`config.mk`:
```
export PLATFORM = sky130hd
export DESIGN_NAME = valu_dispatch
export DESIGN_NICKNAME = d
export VERILOG_FILES = /design/src/rtl/valu_dispatch.sv
export SDC_FILE = /design/constraint.sdc
export NUM_CORES = 2
export LEC_CHECK = 0
export CAP_MARGIN = 30
export CELL_PAD_IN_SITES_DETAIL_PLACEMENT = 0
export CELL_PAD_IN_SITES_GLOBAL_PLACEMENT = 1
export CORE_ASPECT_RATIO = 1.75
export CORE_MARGIN = 5
export CORE_UTILIZATION = 29
export CTS_BUF_LIST = sky130_fd_sc_hd__clkbuf_8
export DETAILED_ROUTE_END_ITERATION = 7
export DONT_BUFFER_PORTS = 1
export PLACE_DENSITY_LB_ADDON = 0.1
export SLEW_MARGIN = 20
export SYNTH_ARGS = -nofsm -noshare
export SYNTH_HDL_FRONTEND = slang
export SYNTH_SLANG_ARGS = --single-unit
```
`constraint.sdc`:
```
create_clock -name clk -period 7.2 [get_ports clk]
set_input_delay 0.72 -clock clk [delete_from_list [all_inputs] [get_ports clk]]
set_output_delay 0.72 -clock clk [all_outputs]
set_load 0.01 [all_outputs]
```
`src/rtl/valu_dispatch.sv`:
```
// Vector ALU dispatcher: in-order instruction FIFO, NREG x 64-bit register file and an
// IDLE/ISSUE/WAIT sequencer that drives an external ALU and gives up on a hung one.
module valu_dispatch #(
    parameter int DEPTH   = 4,
    parameter int NREG    = 8,
    parameter int TIMEOUT = 15
) (
    input  logic        clk,
    input  logic        rst_n,
    input  logic        in_valid,
    output logic        in_ready,
    input  logic [1:0]  in_op,
    input  logic [1:0]  in_sew,
    input  logic [2:0]  in_vd,
    input  logic [2:0]  in_vs1,
    input  logic [2:0]  in_vs2,
    input  logic        ld_valid,
    output logic        ld_ready,
    input  logic [2:0]  ld_addr,
    input  logic [63:0] ld_data,
    input  logic [2:0]  rd_addr,
    output logic [63:0] rd_data,
    output logic [1:0]  alu_op,
    output logic [1:0]  alu_sew,
    output logic [63:0] alu_vs1_data,
    output logic [63:0] alu_vs2_data,
    output logic        alu_valid_in,
    input  logic        alu_valid_out,
    input  logic [63:0] alu_result,
    output logic        busy,
    output logic        timeout_err,
    output logic [15:0] retire_cnt
);

    localparam int PW  = (DEPTH > 1) ? $clog2(DEPTH) : 1;
    localparam int CW  = $clog2(DEPTH + 1);
    localparam int WCW = $clog2(TIMEOUT + 1);

    typedef enum logic [1:0] {IDLE, ISSUE, WAIT} state_t;

    typedef struct packed {
        logic [1:0] op;
        logic [1:0] sew;
        logic [2:0] vd;
        logic [2:0] vs1;
        logic [2:0] vs2;
    } instr_t;

    state_t         state_q, state_d;
    instr_t         fifo_q [DEPTH];
    instr_t         fifo_d [DEPTH];
    logic [PW-1:0]  wr_ptr_q, wr_ptr_d;
    logic [PW-1:0]  rd_ptr_q, rd_ptr_d;
    logic [CW-1:0]  count_q, count_d;
    logic [63:0]    vrf_q [NREG];
    logic [63:0]    vrf_d [NREG];
    logic [1:0]     op_q, op_d;
    logic [1:0]     sew_q, sew_d;
    logic [2:0]     vd_q, vd_d;
    logic [63:0]    vs1_data_q, vs1_data_d;
    logic [63:0]    vs2_data_q, vs2_data_d;
    logic           valid_in_q, valid_in_d;
    logic [WCW-1:0] wait_cnt_q, wait_cnt_d;
    logic           timeout_err_q, timeout_err_d;
    logic [15:0]    retire_cnt_q, retire_cnt_d;

    logic   push, pop, wb_en, ld_en;
    instr_t head;

    assign in_ready = (count_q != CW'(DEPTH));
    assign ld_ready = !((state_q == WAIT) && alu_valid_out);
    assign push     = in_valid && in_ready;
    assign pop      = (state_q == IDLE) && (count_q != '0);
    assign wb_en    = (state_q == WAIT) && alu_valid_out;
    assign ld_en    = ld_valid && ld_ready;
    assign head     = fifo_q[rd_ptr_q];

    assign rd_data      = vrf_q[rd_addr];
    assign alu_op       = op_q;
    assign alu_sew      = sew_q;
    assign alu_vs1_data = vs1_data_q;
    assign alu_vs2_data = vs2_data_q;
    assign alu_valid_in = valid_in_q;
    assign busy         = (state_q != IDLE) || (count_q != '0);
    assign timeout_err  = timeout_err_q;
    assign retire_cnt   = retire_cnt_q;

    always_comb begin
        // NOTE: every _d starts as its _q so no path through this block leaves a signal
        // unassigned; skipping this default is what turns a next-state block into latches.
        state_d       = state_q;
        fifo_d        = fifo_q;
        wr_ptr_d      = wr_ptr_q;
        rd_ptr_d      = rd_ptr_q;
        count_d       = count_q;
        vrf_d         = vrf_q;
        op_d          = op_q;
        sew_d         = sew_q;
        vd_d          = vd_q;
        vs1_data_d    = vs1_data_q;
        vs2_data_d    = vs2_data_q;
        valid_in_d    = 1'b0;
        wait_cnt_d    = wait_cnt_q;
        timeout_err_d = timeout_err_q;
        retire_cnt_d  = retire_cnt_q;

        if (push) begin
            fifo_d[wr_ptr_q] = '{op: in_op, sew: in_sew, vd: in_vd, vs1: in_vs1, vs2: in_vs2};
            wr_ptr_d         = wr_ptr_q + PW'(1);
        end
        if (pop) begin
            rd_ptr_d = rd_ptr_q + PW'(1);
        end
        case ({push, pop})
            2'b10:   count_d = count_q + CW'(1);
            2'b01:   count_d = count_q - CW'(1);
            default: count_d = count_q;
        endcase

        case (state_q)
            IDLE: begin
                if (pop) begin
                    // Operands come from the pre-edge file: no bypass of a same-cycle write.
                    op_d       = head.op;
                    sew_d      = head.sew;
                    vd_d       = head.vd;
                    vs1_data_d = vrf_q[head.vs1];
                    vs2_data_d = vrf_q[head.vs2];
                    valid_in_d = 1'b1;
                    state_d    = ISSUE;
                end
            end
            ISSUE: begin
                wait_cnt_d = '0;
                state_d    = WAIT;
            end
            WAIT: begin
                if (alu_valid_out) begin
                    retire_cnt_d = retire_cnt_q + 16'd1;
                    state_d      = IDLE;
                end else begin
                    wait_cnt_d = wait_cnt_q + WCW'(1);
                    if (wait_cnt_d == WCW'(TIMEOUT)) begin
                        timeout_err_d = 1'b1;
                        state_d       = IDLE;
                    end
                end
            end
            default: state_d = IDLE;
        endcase

        // A writeback wins the single write port; ld_ready already refuses the load.
        if (wb_en) begin
            vrf_d[vd_q] = alu_result;
        end else if (ld_en) begin
            vrf_d[ld_addr] = ld_data;
        end
    end

    // NOTE: state is updated with <= only, so every flop samples pre-edge values
    // regardless of statement order; blocking writes here would create ordering races.
    always_ff @(posedge clk) begin
        if (!rst_n) begin
            state_q       <= IDLE;
            wr_ptr_q      <= '0;
            rd_ptr_q      <= '0;
            count_q       <= '0;
            op_q          <= '0;
            sew_q         <= '0;
            vd_q          <= '0;
            vs1_data_q    <= '0;
            vs2_data_q    <= '0;
            valid_in_q    <= 1'b0;
            wait_cnt_q    <= '0;
            timeout_err_q <= 1'b0;
            retire_cnt_q  <= '0;
            for (int i = 0; i < NREG; i++) begin
                vrf_q[i] <= '0;
            end
        end else begin
            state_q       <= state_d;
            wr_ptr_q      <= wr_ptr_d;
            rd_ptr_q      <= rd_ptr_d;
            count_q       <= count_d;
            op_q          <= op_d;
            sew_q         <= sew_d;
            vd_q          <= vd_d;
            vs1_data_q    <= vs1_data_d;
            vs2_data_q    <= vs2_data_d;
            valid_in_q    <= valid_in_d;
            wait_cnt_q    <= wait_cnt_d;
            timeout_err_q <= timeout_err_d;
            retire_cnt_q  <= retire_cnt_d;
            vrf_q         <= vrf_d;
        end
    end

    // NOTE: FIFO storage has no reset; an entry is only read once count_q says it was
    // written, so clearing it would cost reset fan-out for nothing.
    always_ff @(posedge clk) begin
        fifo_q <= fifo_d;
    end

endmodule

```
==> metrics.txt <==
Mapped Nets 4,470; Initial Utilization 0.291; Post-Route Setup TNS 0 ns; GRT Resource Usage Total 0.301; Post-Syn Instances 4,309; mux share of post-synthesis cell area 0.238; hold path cells 2; Synth top area share 0.333; grt total ovfl 0; prevailing post-synth register cell dfxtp_1; Hold WC Path Type input port to flop; Setup Skew 0.0387 ns; RSZ-0062 raised after global routing false; Die H 506 µm; initial antenna violation count 11; number of global-route vias before repair 39,590; worst setup path category flop to flop; Distinct cells, synth 49; Clock transition at path regs 0.06 ns; Synth area leaders dfxtp_1 (33%), mux2_2 (12%), a21oi_1 (9.7%); Hold Path End vrf_q[232]; CP Max Fanout 39; synth cell count leaders a21oi_1 (788), dfxtp_1 (678), nand3_1 (524); design area 46,600 µm²; part of the cycle the worst path needs 0.583; synth-to-layout area growth 14.2%; Final Hold Fails 0; root buffer cell clkbuf_8; most common cell in the synthesized netlist a21oi_1; Port Buf Inserts 0; largest family of logic cells by synthesized area compound AO/OA/AOI/OAI gates; post-synthesis simple-gate area fraction 0.0817; CP required 7.97 ns; pin count of the biggest net entering global routing 167; Vias 39,296; filler cell count in the final layout 14,565; I/O pins 369; peak supply drop 289 µV; Final Wtd Congestion 0.766; area of the die 149,000 µm²; min Tclk post-route 4.20 ns; dpl cell area 41,500 µm²; final worst slack 3.00 ns; Setup crit end kind flop; complex-gate fraction of the synthesized area 0.241; fraction of layout cells with a size suffix above 1 0.210; H-tree levels 4; HP Start alu_result[40]; clk_lat worst skew 0.87 ns; Die Wd 293 µm; Reg2Reg Depth 8; Pins Over Slew Limit 0; initial detailed-routing violation count 3,918; Syn Area/Cell 9.46 µm²; most area-hungry cell type in the Yosys netlist dfxtp_1; Mapped Area 40,800 µm²; routed wire length 235,000 µm; Seq/Total Area, Yosys 0.371; reg-to-reg slack, setup 3.00 ns; Nets 4,305; number of synthesized flops with an enable pin 52; Rel. slew slack 0.264; row count 182; hpwl dp 122,000 µm; Core ar. 140,000 µm²; post-synthesis adder-cell area fraction 0.00295; Ys Warns 0; Via-to-Cell Ratio 6.45; Worst Tran Pin Value 1.10 ns; TritonCTS Buffers 133; max cap viols 0; CTS max path bufs 3; XOR/XNOR Fraction of Synth Area 0.00322; Worst R2R End vrf_q[157]; post-CTS setup buffer count 0; FMAX 238 MHz; first-pass GRT wire length 323,000 µm; CP Launch Type flop; Data arrival, critical path 4.97 ns; endpoints failing setup 0; DRT antenna net count 0; Pre-antenna DRT Iters 8; Yosys reg bits 730; clk sinks 730; R2R Path Start state_q[0]; Worst Hold Slack 0.0875 ns; drt drc 0; status finished, final reports clean; WL/cell 38.5 µm; Lkg Pwr 15.5 nW; Post-synth ARST share 0; CTS tree done; Setup WS pre-CTS 3.47 ns; PD cells 308 nW/µm²
[through the flow]
step,total power [W],utilization,cells
after global placement,0.00992,0.296,5623
after global routing,0.0148,0.332,6089
after CTS,0.0144,0.331,6081
after detailed placement,0.00993,0.296,5624
after floorplan,0.00797,-,4309
final,0.0143,0.332,6095
[repair_timing]
action	CTS	global route
endpoints found under the hold margin	622	0
resized for setup	0	0
hold buffers	221	0
[cell families (layout without fill, tap and decap cells)]
logic type,after synthesis,count (layout)
fa+ha+maj,9,9
other cells,0,10
compound gates,1571,1571
mux,721,721
xor+xnor,15,15
buf+inv,608,544
simple gates,655,655
flops,730,730
[worst max-delay path: stages, from the launching register on]
cell           delay, ns
dfxtp_1             0.59
and3b_1             0.23
buf_4               0.26
inv_2               0.48
and3_4              0.78
buf_4               0.85
a22oi_1             0.14
dlygate4sd3_1       0.62
a21oi_1             0.11
[power breakdown]
group | total [W] | leakage (nW) | switching (W) | internal, W
clock network | 0.00424 | 1.53 | 0.00211 | 0.00214
logic | 0.00467 | 7.95 | 0.00330 | 0.00136
registers | 0.00541 | 5.98 | 0.000808 | 0.00460
total | 0.0143 | 15.5 | 0.00622 | 0.00810
[sequential cells by signal, summed over array words and instances (netlist names)]
name and count:
vrf_q 512, alu_vs1_data 64, alu_vs2_data 64, fifo_q 52
retire_cnt 16, wait_cnt_q 4, count_q 3, vd_q 3
alu_op 2, alu_sew 2, rd_ptr_q 2, state_q 2
wr_ptr_q 2, alu_valid_in 1, timeout_err 1
[how the worst max path moves through the flow]
stage,from,end,slack (ns),cells after the start
after detailed placement,state_q[1],alu_vs1_data[38],3.47,6
after global routing,state_q[0],vrf_q[207],2.91,8
after global placement,state_q[1],alu_vs2_data[48],3.47,6
after CTS,state_q[0],vrf_q[157],3.09,8
after floorplan,rd_addr[0],rd_data[12],4.16,4
final,state_q[0],vrf_q[157],3.00,8
[routing by layer]
| layer | track usage | routed length, µm | vias to the layer above |
|---|---|---|---|
| met5 | 0 | 0 | - |
| met4 | 0.147 | 12800 | 0 |
| met3 | 0.0535 | 16200 | 543 |
| met2 | 0.525 | 117000 | 1988 |
| met1 | 0.356 | 89000 | 20384 |
| li1 | - | - | 16381 |
[layout make-up]
type / instances / area, µm² / share of cell area
multi-input combinational: 2971 / 23400 / 0.502
sequential: 730 / 15100 / 0.325
timing repair buffer: 294 / 2960 / 0.0636
tap: 1840 / 2300 / 0.0494
clock buffer: 162 / 2230 / 0.0479
clock inverter: 74 / 470 / 0.0101
inverter: 14 / 65.1 / 0.00140
antenna: 10 / 25.0 / 0.000537
[cells in the final DEF (no fill, tap or decap), drive strengths merged, types with 4 or more instances in the layout]
cell / instances
nand4: 4
a22oi: 512
inv: 59
mux4: 141
mux2i: 4
nor2: 29
dfxtp: 678
a222oi: 128
edfxtp: 52
buf: 78
and2: 5
nand3: 524
nor3: 8
clkbuf: 162
nand2: 34
a21oi: 788
clkinv: 27
xor2: 12
diode: 10
and3b: 4
o21ai: 133
or3: 11
dlygate4sd3: 216
ha: 8
nor2b: 5
and3: 11
nor3b: 4
mux2: 576
No activity file was read; power rests on OpenSTA's default activity.
==> variant: new RTL, same settings <==
The parameter `TIMEOUT` goes from 15 to 30.
--- a/src/rtl/valu_dispatch.sv
+++ b/src/rtl/valu_dispatch.sv
@@ -3,7 +3,7 @@
 module valu_dispatch #(
     parameter int DEPTH   = 4,
     parameter int NREG    = 8,
-    parameter int TIMEOUT = 15
+    parameter int TIMEOUT = 30
 ) (
     input  logic        clk,
     input  logic        rst_n,
Check against the original RTL: not settled (the Yosys comparison gave no result); the edit may change what the design does.
==> variant against the original RTL <==
Clock skew is 0.0048 ns higher; power down 2.9%; non-clock buffer count shrank 29; the run now ends with design-rule violations left; wire length decreased by 3.2%; hold slack lost 0.011 ns; sequential cell count is 1 higher; sequential power fell by 0.7%; worst setup slack gained 0.048 ns; critical path type unchanged; critical path depth is the same; cell area is 0.95% lower; final cell count down 0.56%; synthesized cell count is 0.28% higher; largest power group unchanged; largest cell class unchanged; area after synthesis is 0.19% higher; count of clock-buffer cells in the layout is the same.
==> variant: results (changes against the original RTL) <==
Synth
  – Commonest register cell after synthesis: dfxtp_1 (unchanged)
  – Sequential cell area fraction in the yosys report: 37.09% (was 37.11%)
  – Mux contribution to synthesized area: 23.70% (was 23.79%)
  – XOR/XNOR share of the synthesized area: 0.3859% (was 0.3222%)
  – Post-synthesis adder-cell area fraction: 0.2940% (was 0.2946%)
  – Post-synth top cells: a21oi_1 (787), dfxtp_1 (679), nand3_1 (522) (was a21oi_1 (788), dfxtp_1 (678), nand3_1 (524))
  – Largest cells by area after synthesis: dfxtp_1 (33%), mux2_2 (10%), a21oi_1 (9.6%), a22oi_1 (9.4%), mux4_2 (7.8%) (was dfxtp_1 (33%), mux2_2 (12%), a21oi_1 (9.7%), a22oi_1 (9.4%), mux4_2 (7.8%))
  – Syn Area/Cell: 9.455 um^2 (was 9.463 um^2)
  – Post-synth EDFFs: 52 (unchanged)
  – Post-Synthesis Net Count: 4,482 (was 4,470)
  – Synth cell types: 56 (was 49)

Drt
  – Vias: 38,830 (was 39,296)
  – DRC: 7 (was 0)
  – Final WL: 227,300 um (was 234,800 um)
  – DR iter-0 viols: 4,119 (was 3,918)
  – Drt wl/cell: 37.51 um (was 38.52 um)

Global route
  – Pin count of the biggest net entering global routing: 192 (was 167)
  – Total track usage: 28.99% (was 30.12%)
  – Initial antenna violation count: 13 (was 11)
  – First-pass GRT wire length: 313,000 um (was 322,500 um)

Worst setup path
  – FF-to-FF End: vrf_q[476] (was vrf_q[157])
  – Slowest CP cell: and3_4 (was buf_4)
  – CP max FO: 37 (was 39)
  – Crit path DAT: 4.90 ns (was 4.97 ns)
  – CP max stage delay: 0.76 ns (was 0.85 ns)

Pwr
  – Internal: 7.990 mW (was 8.103 mW)
  – Maximum vdd drop: 484.5 uV (was 289.2 uV)
  – Pleak: 15.31 nW (was 15.46 nW)

Timing
  – Slew @ Worst Pin: 1.308 ns (was 1.103 ns)
  – Final Skew: 0.04345 ns (was 0.03870 ns)

Cells and area
  – Fillers: 14,707 (was 14,565)
  – Layout cells sized above 1: 19.39% (was 20.99%)
  – # nets final: 4,280 (was 4,305)

Placed design
  – Placement Setup Slack: 3.046 ns (was 3.470 ns)
  – RD Place Congestion: 0.7566 (was 0.7663)
  – DP HPWL: 120,700 um (was 121,600 um)
  – Inst Count DP: 5,637 (was 5,624)
  – Dpl cell area: 41,670 um^2 (was 41,490 um^2)

Hold path
  – Worst hold endpoint: alu_vs1_data[33] (was vrf_q[232])

Outcome
  – Failing checks: design-rule violations
  – Status: complete, but fails checks (was completed)

Clocking
  – Clock Latency Late Sink: 0.85 ns (was 0.87 ns)
  – Setup Buffers After CTS: 0 (unchanged)
==> variant: what timing repair did <==
item | in CTS | in global routing
resized for setup | 0 | 0
setup endpoints to repair | 0 | 0
hold buffers | 186 | 0
hold endpoints to repair | 532 | 0
==> variant: worst reg2reg max path, delay by kind of cell, from the launching register on <==
kind / cells / cell delay [ns]
simple gates: 2 / 1.15
buf+inv: 4 / 2.01
flops: 1 / 0.59
compound gates: 2 / 0.30
==> variant: how the worst max path moves through the flow <==
stage / start / end / slack [ns] / cells after the start
after detailed placement: state_q[1] / vrf_q[288] / 3.05 / 6
final: state_q[0] / vrf_q[476] / 3.05 / 8
after CTS: state_q[1] / vrf_q[272] / 2.82 / 7
after global routing: state_q[0] / vrf_q[428] / 2.95 / 8
after floorplan: rd_addr[0] / rd_data[12] / 4.16 / 4
after global placement: state_q[1] / vrf_q[305] / 3.15 / 6
==> variant: logic make-up after synthesis <==
logic type               after synthesis
AO/OA/AOI/OAI                       1571
buffers and inverters                617
AND/OR/NAND/NOR                      656
adder cells (fa/ha/maj)                9
multiplexers                         719
XOR/XNOR                              18
flip-flops                           731
==> variant: metal layers <==
layer | track usage (%) | share of wire [%] | wire length (um)
met5 | 0 | 0.017 | 39
met3 | 6.008 | 6.8 | 15430
met4 | 13.17 | 5.3 | 11960
met1 | 33.71 | 38 | 85850
met2 | 51.07 | 50 | 114100
==> variant: power by group through the flow <==
stage | Combinational [mW] | Clock [mW] | Sequential [mW]
after floorplan | 2.88 | 0 | 5.07
after global placement | 4.28 | 0 | 5.48
after detailed placement | 4.29 | 0 | 5.48
after CTS | 4.47 | 4.15 | 5.39
after global routing | 4.73 | 4.28 | 5.41
final | 4.50 | 4.04 | 5.37
==> variant: layout make-up <==
| type | instances | share of cell area (%) |
|---|---|---|
| timing repair buffer | 265 | 5.713 |
| clock buffer | 162 | 4.834 |
| inverter | 15 | 0.1492 |
| tap | 1840 | 4.992 |
| sequential | 731 | 32.86 |
| multi-input combinational | 2973 | 50.76 |
| antenna | 13 | 0.07054 |
| clock inverter | 62 | 0.6240 |
==> variant: through the flow <==
stage	hold slack (ns)	power (mW)
2_1_floorplan	0.4625	7.946
3_3_place_gp	0.4750	9.758
3_5_place_dp	0.4839	9.768
4_1_cts	0.0000003331	14.01
5_1_grt	0.003973	14.42
6_report	0.07603	13.91
